## config.mk

```make
export PLATFORM = sky130hd
export DESIGN_NAME = div64x32
export DESIGN_NICKNAME = d
export VERILOG_FILES = /design/src/rtl/div_pkg.sv /design/src/rtl/div64x32_arith.sv /design/src/rtl/div64x32.sv
export SDC_FILE = /design/constraint.sdc
export NUM_CORES = 1
export LEC_CHECK = 0
export ABC_CLOCK_PERIOD_IN_PS = 3890
export CAP_MARGIN = 40
export CORE_MARGIN = 4
export CORE_UTILIZATION = 35
export DETAILED_ROUTE_END_ITERATION = 8
export MAX_ROUTING_LAYER = met4
export PLACE_DENSITY = 0.58
export SLEW_MARGIN = 20
export SYNTH_ARGS = -nofsm -noshare
export SYNTH_HDL_FRONTEND = slang
export SYNTH_HIERARCHICAL = 1
export SYNTH_SLANG_ARGS = --single-unit
```

## constraint.sdc

```tcl
create_clock -name clk -period 3.89 [get_ports clk]
set_input_delay 0.778 -clock clk [delete_from_list [all_inputs] [get_ports clk]]
set_output_delay 0.778 -clock clk [all_outputs]
set_load 0.02 [all_outputs]
```

## src/rtl/div_pkg.sv

```systemverilog
// Shared types and constants for the 64/32 iterative restoring divider.
// Widths are fixed so the divider pairs directly with the 32x32 multiplier.
package div_pkg;

  localparam int DIV_ITER = 32;
  localparam int DVD_W    = 64;
  localparam int DVS_W    = 32;
  localparam int CNT_W    = $clog2(DIV_ITER);

  localparam logic [DVS_W-1:0] Q_ALL_ONES = '1;

  typedef enum logic [1:0] {
    IDLE = 2'd0,
    RUN  = 2'd1,
    DONE = 2'd2
  } state_t;

  typedef enum logic [1:0] {
    EXC_NONE = 2'd0,
    EXC_DBZ  = 2'd1,
    EXC_OVF  = 2'd2
  } exc_t;

  // Zero divisor is tested first: a zero divisor would also satisfy the
  // high-word overflow test, and the two flags must never both be raised.
  function automatic exc_t classify(input logic [DVD_W-1:0] dvd,
                                    input logic [DVS_W-1:0] dvs);
    exc_t code;
    if (dvs == '0)
      code = EXC_DBZ;
    else if (dvd[DVD_W-1:DVS_W] >= dvs)
      code = EXC_OVF;
    else
      code = EXC_NONE;
    return code;
  endfunction

endpackage

```

## src/rtl/div64x32_arith.sv

```systemverilog
// Datapath for the divider: partial remainder, quotient shift register,
// the per-cycle compare/subtract and the registered result outputs.
module div64x32_arith
  import div_pkg::*;
(
  input  logic                   clk,
  input  logic                   reset,
  input  logic                   load,
  input  logic                   step,
  input  logic                   commit,
  input  exc_t                   exc_code,
  input  logic [DVD_W-1:0]       dividend,
  input  logic [DVS_W-1:0]       divisor,
  output logic [DVS_W-1:0]       quotient,
  output logic [DVS_W-1:0]       remainder,
  output logic                   div_by_zero,
  output logic                   overflow
);

  logic [DVS_W:0]   p_reg;
  logic [DVS_W-1:0] qsr_reg;
  logic [DVS_W-1:0] dvs_reg;
  logic [DVS_W-1:0] quotient_reg;
  logic [DVS_W-1:0] remainder_reg;
  logic             dbz_reg;
  logic             ovf_reg;

  logic [DVS_W:0]   trial;
  logic [DVS_W:0]   diff;
  logic             fits;

  // The next dividend bit enters from the top of the quotient register, which
  // initially holds the low dividend word and fills with quotient bits.
  always_comb begin
    trial = {p_reg[DVS_W-1:0], qsr_reg[DVS_W-1]};
    fits  = (trial >= {1'b0, dvs_reg});
    diff  = trial - {1'b0, dvs_reg};
  end

  always_ff @(posedge clk) begin
    if (!reset) begin
      p_reg         <= '0;
      qsr_reg       <= '0;
      dvs_reg       <= '0;
      quotient_reg  <= '0;
      remainder_reg <= '0;
      dbz_reg       <= 1'b0;
      ovf_reg       <= 1'b0;
    end else begin
      if (load) begin
        p_reg   <= {1'b0, dividend[DVD_W-1:DVS_W]};
        qsr_reg <= dividend[DVS_W-1:0];
        dvs_reg <= divisor;
        dbz_reg <= 1'b0;
        ovf_reg <= 1'b0;
      end else if (step) begin
        p_reg   <= fits ? diff : trial;
        qsr_reg <= {qsr_reg[DVS_W-2:0], fits};
      end

      // On an exception no step has run, so qsr_reg still holds dividend[31:0].
      if (commit) begin
        case (exc_code)
          EXC_DBZ: begin
            quotient_reg  <= Q_ALL_ONES;
            remainder_reg <= qsr_reg;
            dbz_reg       <= 1'b1;
          end
          EXC_OVF: begin
            quotient_reg  <= Q_ALL_ONES;
            remainder_reg <= '0;
            ovf_reg       <= 1'b1;
          end
          default: begin
            quotient_reg  <= qsr_reg;
            remainder_reg <= p_reg[DVS_W-1:0];
          end
        endcase
      end
    end
  end

  assign quotient    = quotient_reg;
  assign remainder   = remainder_reg;
  assign div_by_zero = dbz_reg;
  assign overflow    = ovf_reg;

endmodule

```

## src/rtl/div64x32.sv

```systemverilog
// 64-by-32 unsigned restoring divider, one quotient bit per clock, sharing the
// start/busy handshake of the iterative multiplier.
module div64x32
  import div_pkg::*;
(
  input  logic              clk,
  input  logic              reset,
  input  logic              start,
  input  logic [DVD_W-1:0]  dividend,
  input  logic [DVS_W-1:0]  divisor,
  output logic              busy,
  output logic [DVS_W-1:0]  quotient,
  output logic [DVS_W-1:0]  remainder,
  output logic              div_by_zero,
  output logic              overflow
);

  state_t           state_reg;
  state_t           state_next;
  logic [CNT_W-1:0] cnt_reg;
  logic [CNT_W-1:0] cnt_next;
  exc_t             exc_reg;
  exc_t             exc_next;
  exc_t             exc_in;

  logic load;
  logic step;
  logic commit;

  assign exc_in = classify(dividend, divisor);

  always_comb begin
    state_next = state_reg;
    cnt_next   = cnt_reg;
    exc_next   = exc_reg;
    load       = 1'b0;
    step       = 1'b0;
    commit     = 1'b0;
    case (state_reg)
      IDLE: begin
        if (start) begin
          load     = 1'b1;
          exc_next = exc_in;
          if (exc_in == EXC_NONE) begin
            cnt_next   = CNT_W'(DIV_ITER - 1);
            state_next = RUN;
          end else begin
            cnt_next   = '0;
            state_next = DONE;
          end
        end
      end
      RUN: begin
        step = 1'b1;
        if (cnt_reg == '0)
          state_next = DONE;
        else
          cnt_next = cnt_reg - 1'b1;
      end
      DONE: begin
        commit     = 1'b1;
        exc_next   = EXC_NONE;
        state_next = IDLE;
      end
      default: begin
        state_next = IDLE;
        exc_next   = EXC_NONE;
        cnt_next   = '0;
      end
    endcase
  end

  always_ff @(posedge clk) begin
    if (!reset) begin
      state_reg <= IDLE;
      cnt_reg   <= '0;
      exc_reg   <= EXC_NONE;
    end else begin
      state_reg <= state_next;
      cnt_reg   <= cnt_next;
      exc_reg   <= exc_next;
    end
  end

  assign busy = (state_reg != IDLE);

  div64x32_arith u_arith (
    .clk         (clk),
    .reset       (reset),
    .load        (load),
    .step        (step),
    .commit      (commit),
    .exc_code    (exc_reg),
    .dividend    (dividend),
    .divisor     (divisor),
    .quotient    (quotient),
    .remainder   (remainder),
    .div_by_zero (div_by_zero),
    .overflow    (overflow)
  );

endmodule

```

* After elaboration in Yosys (flattened, before gate mapping)
Index checks and enable logic that the tools add are counted.
** Storage, ports and cells
- Flip-flop bits (word level) :: 171
- Input bits :: 99
** Operators by class
- Order comparisons :: 2
- Reductions and logical operators :: 10
- $add $sub $neg :: 2
- Muxes and demuxes :: 29
- Equal/unequal tests :: 7
- Bitwise gates (word level) :: 2
** Operators by type and width (count)
- two-way mux 32 bit :: 6
- case mux 32 bit (2 select lines) :: 1
- >= comparator 33 x 32 -> 1 bit :: 1
- >= comparator 32 bit :: 1
- logical NOT 32 bit :: 1
- subtractor 32 bit :: 1
- two-way mux 5 bit :: 3
- case mux 5 bit (3 select lines) :: 1
- two-way mux 2 bit :: 6
- two-way mux 1 bit :: 10
- case mux 2 bit (2 select lines) :: 2
- inequality test 2 bit (second input constant) :: 3
- logical NOT 5 bit :: 1
- subtractor 5 x 1 -> 5 bit (second input constant) :: 1
- equality test 2 x 1 -> 1 bit (second input constant) :: 2
- equality test 2 bit (second input constant) :: 2
- logical NOT 2 bit :: 2
- AND reduction 2 bit :: 2
- nonzero test 2 bit :: 2
- AND reduction 3 bit :: 1
- NOT 1 bit :: 2
- OR reduction 2 bit :: 1

* Logic depth before layout (Yosys ltp)
- Word-level depth :: 7
- Mapped depth :: 13

* Modules after synthesis
Netlist, hierarchy kept.
** By module, submodules not included
- div64x32_arith :: times used 1, area an instance 8871.0 µm², seq. area each 3243.1 µm², cells an instance 1179
- div64x32 :: times used 1, area an instance 1413.9 µm², seq. area each 180.2 µm², cells an instance 182

* Least setup slack after synthesis
No wires, ideal clock.
- Path type :: flip-flop to flip-flop
- Start :: reg u_arith.qsr_reg[31]
- End :: reg u_arith.p_reg[30]
- Slack :: 0.815 ns
- Setup time :: 0.070 ns
- Path buffers :: 0
- Arrival :: 3.005 ns
- Clock period less this slack :: 3.075 ns
- Stages on the path, launching flop included :: 14
- Cells stage by stage :: dfxtp_1 > inv_1 > ha_1 > inv_1 > fa_1 > a211o_1 > a211o_1 > a32oi_1 > a311oi_4 > o211ai_2 > a2111oi_2 > o21a_1 > or3_1 > a21oi_1
** Between the ends
- Longest elaborated chain between the ends :: 4
- Elaborated cells between the ends (all ways) :: 5
- Classes of those cells :: 1 x add/sub; 1 x order compare; 3 x mux
** Ends and longest elaborated chain
- start: declaration :: line div64x32_arith.sv:21 : logic [DVS_W-1:0] qsr_reg;
- start signal: assignment :: line div64x32_arith.sv:52 : qsr_reg <= dividend[DVS_W-1:0];
- start signal: assignment :: line div64x32_arith.sv:58 : qsr_reg <= {qsr_reg[DVS_W-2:0], fits};
- subtractor 32 bit or >= comparator 33 x 32 -> 1 bit (tied branches) :: line div64x32_arith.sv:37, div64x32_arith.sv:36
- two-way mux 32 bit (*) :: line div64x32_arith.sv:57 : p_reg <= fits ? diff : trial;
- two-way mux 32 bit (*) :: line div64x32_arith.sv:56 : end else if (step) begin
- two-way mux 32 bit (*) :: line div64x32_arith.sv:50 : if (load) begin
- end signal: assignment :: line div64x32_arith.sv:51 : p_reg <= {1'b0, dividend[DVD_W-1:DVS_W]};
- end signal: assignment :: line div64x32_arith.sv:57
- end: declaration :: line div64x32_arith.sv:20 : logic [DVS_W:0] p_reg;
Mark *: on every way between the ends. The rest lies on a longest branch, timed or not. The select of a mux whose other input is x is not followed.
A chain may end at the register's enable or synchronous reset.

* Worst setup path after layout
Same ends and word-level chain as after synthesis.

==> run summary <==
Finished Core Util: 44.9%
Slowest cell on crit path: fa_1
Measured slew at the worst slew-check pin: 0.842 ns
Largest net degree at the start of global routing: 80
Hpwl dp: 24700 um
Crit path kind: register to register
Drt pass-1 iters: 5
Post-synth top flop: dfxtp_1
Commonest non-fill, non-tap cell in the layout: dfxtp_1
Gr usage total: 20.5%
Area of the die: 32200 sq um
Synth Area in Adders: 8.35%
YS warnings: 6
Worst min-delay path class: register to register
Mapped Cells: 1361
CP delay by family, top: compound AO/OA/AOI/OAI gates
DRC: 0
Worst Hold Launch: u_arith/remainder[26]
Register area share after synthesis: 33.3%
Max FO, Critical Path: 6
Syn nets: 1528
Leakage Power: 4.95 nW
Post-synthesis simple-gate area fraction: 18.6%
Critical-path cell list: inv_1 -> ha_1 -> inv_1 -> fa_1 -> a211o_1 -> a211o_1 -> a32oi_1 -> a311oi_4 -> o211ai_2 -> a2111oi_2 -> o21a_1 -> or3_1 -> a21oi_1
Vias: 10094
Mux cell area share after synthesis: 3.21%
Row count: 62
Startpoint types: register
Req. time, crit path: 4.25 ns
Post-Synth XOR/XNOR Area: 1.87%
Die Span X: 179 um
Post-layout min period: 3.45 ns
Antenna viol nets, final: 0
Slew Limit Fails: 0
F_max: 0.290 GHz
Flops & latches, synth: 171
Internal: 4.02 mW
Sw frac: 39.9%
Post-Syn Area: 10300 sq um
Crit share post-route: 88.7%
Setup_tns: 0 ns
Largest family of logic cells by synthesized area: compound AO/OA/AOI/OAI gates
Clk pwr share: 26.2%
I/O pin count: 166
Final wirelength: 33500 um
Layout cells sized above 1: 6.27%
WP buf/inv: 2
Worst-Skew Late Latency: 0.44 ns
Asr flop ratio synth: 0%
Global route overflow: 0
Synth-to-layout area growth: 26.0%
Max-slew headroom: 43.9%
H-tree depth: 4
Max-cap violation count: 0
DR WL/cell: 17.8 um
Worst path max stage delay: 0.42 ns
Reg clk slew, reported paths: 0.07 ns
Compound-Gate Fraction of Synth Area: 27.1%
Final setup vio count: 0
Hold buffers post-CTS: 0
N_diodes: 0
Core Region: 28900 sq um
Global-route wire length before repair: 52600 um
Vias in the first global route: 9503
Yosys cell types: 81
Clock Path Buffers: 2
Commonest cells after routing, fill and taps aside: dfxtp_1 (171), nand2_1 (166), clkdlybuf4s50_1 (164)
Post-CTS setup buffer count: 0
DR vias/cell: 5.36
Share of the synthesized area in the top cell type: 33.3%
Peak supply drop: 0.000290 V
Switching pwr: 2.66 mW
Clock Sink Count: 171
Sequential power share: 32.4%
Initial antenna violation count: 0
Nets@finish: 1653
Yosys top cell by area: dfxtp_1
Worst Skew: 0.0199 ns
IO Port Bufs: 165
Status: complete, no violations
Die Y: 179 um
Clk root buf: clkbuf_16
Crit path DAT: 3.81 ns
Final hold violation count: 0
Reg-to-Reg Start: u_arith/qsr_reg[31]
CP Capture Type: register
Non-filler cells, final: 1883
Filler instances: 2961
Placed insts: 1850
Drt initial violations: 739
Combinational power share: 41.4%
PwrDens: 515 nW/um^2
Number of CTS-inserted buffers: 17
Setup crit start: u_arith/qsr_reg[31]
CTS tree: done
RePlAce Congestion: 0.930
Number of synthesized flops with an enable pin: 0
Syn_area_per_cell: 7.56 sq um
RSZ-0062 raised after global routing: no
Largest cells by area after synthesis: dfxtp_1 (33%), ha_1 (8.2%), a21oi_1 (6.4%)
Starting Density: 35.6%
CTS resizes: 0
[cell usage after synthesis (all sizes together) (6+ instances only)]
master,instances
inv,116
nand2b,8
o211ai,12
ha,67
a31oi,44
nor2,152
a311oi,9
mux2i,33
a21o,15
o221a,6
o21ai,105
nor3,13
a21oi,134
nor4,14
and3,7
buf,15
o31ai,14
clkbuf,72
o21a,9
nand4,6
a211oi,46
xnor2,13
xor2,9
nand3,44
dfxtp,171
nand2,166
[per-stage QoR]
step	power [mW]	setup WS, ns	instance area, sq um	hold slack (ns)
final	6.68	0.440	13000	0.487
after global routing	7.08	0.300	13000	0.510
after CTS	6.69	0.466	12900	0.487
after detailed placement	4.93	0.513	12300	0.479
after global placement	4.92	0.574	12300	0.475
after floorplan	4.07	0.815	10300	0.460
[power by group through the flow]
stage	logic [mW]	registers, mW	clock network [mW]
finish	2.76	2.17	1.75
global route	3.03	2.20	1.85
CTS	2.74	2.16	1.78
detailed placement	2.72	2.21	0
global placement	2.72	2.20	0
floorplan	1.85	2.22	0
[routing by layer]
layer	global-route usage, %	share of wire [%]
met5	-	0
met2	31.0	44
met1	28.9	49
met3	2.95	5.1
met4	5.27	1.6
[layout make-up]
class	count	area, sq um	share of cell area [%]
Clock buffer	18	439	3.39
Clock inverter	14	156	1.21
Inverter	116	435	3.36
Multi-Input combinational cell	987	6110	47.1
Sequential cell	171	3420	26.4
Tap cell	384	480	3.71
Timing Repair Buffer	193	1920	14.8
[worst register-to-register path, stage by stage (launching register included)]
cell and delay (ns):
dfxtp_1 0.33, inv_1 0.10, ha_1 0.18, inv_1 0.06, fa_1 0.42, a211o_1 0.33
a211o_1 0.25, a32oi_1 0.39, a311oi_4 0.23, o211ai_2 0.27, a2111oi_2 0.11, o21a_1 0.23
or3_1 0.34, a21oi_1 0.12
[cells by family after synthesis]
kind of cell               after synthesis
and+or+nand+nor                        431
adders and majority gates               68
muxes                                   33
AOI/OAI and AO/OA                      433
xor gates and xnor gates                22
DFF                                    171
buffers and inverters                  203
[worst paths after layout]
path	depth (start not counted)	end	slack [ns]
max	13	u_arith/p_reg[30]	0.44
min	2	u_arith/remainder[26]	0.49
max reg2reg	13	u_arith/p_reg[30]	0.44
min reg2reg	2	u_arith/remainder[26]	0.49
Power figures use the tool's default switching activity.
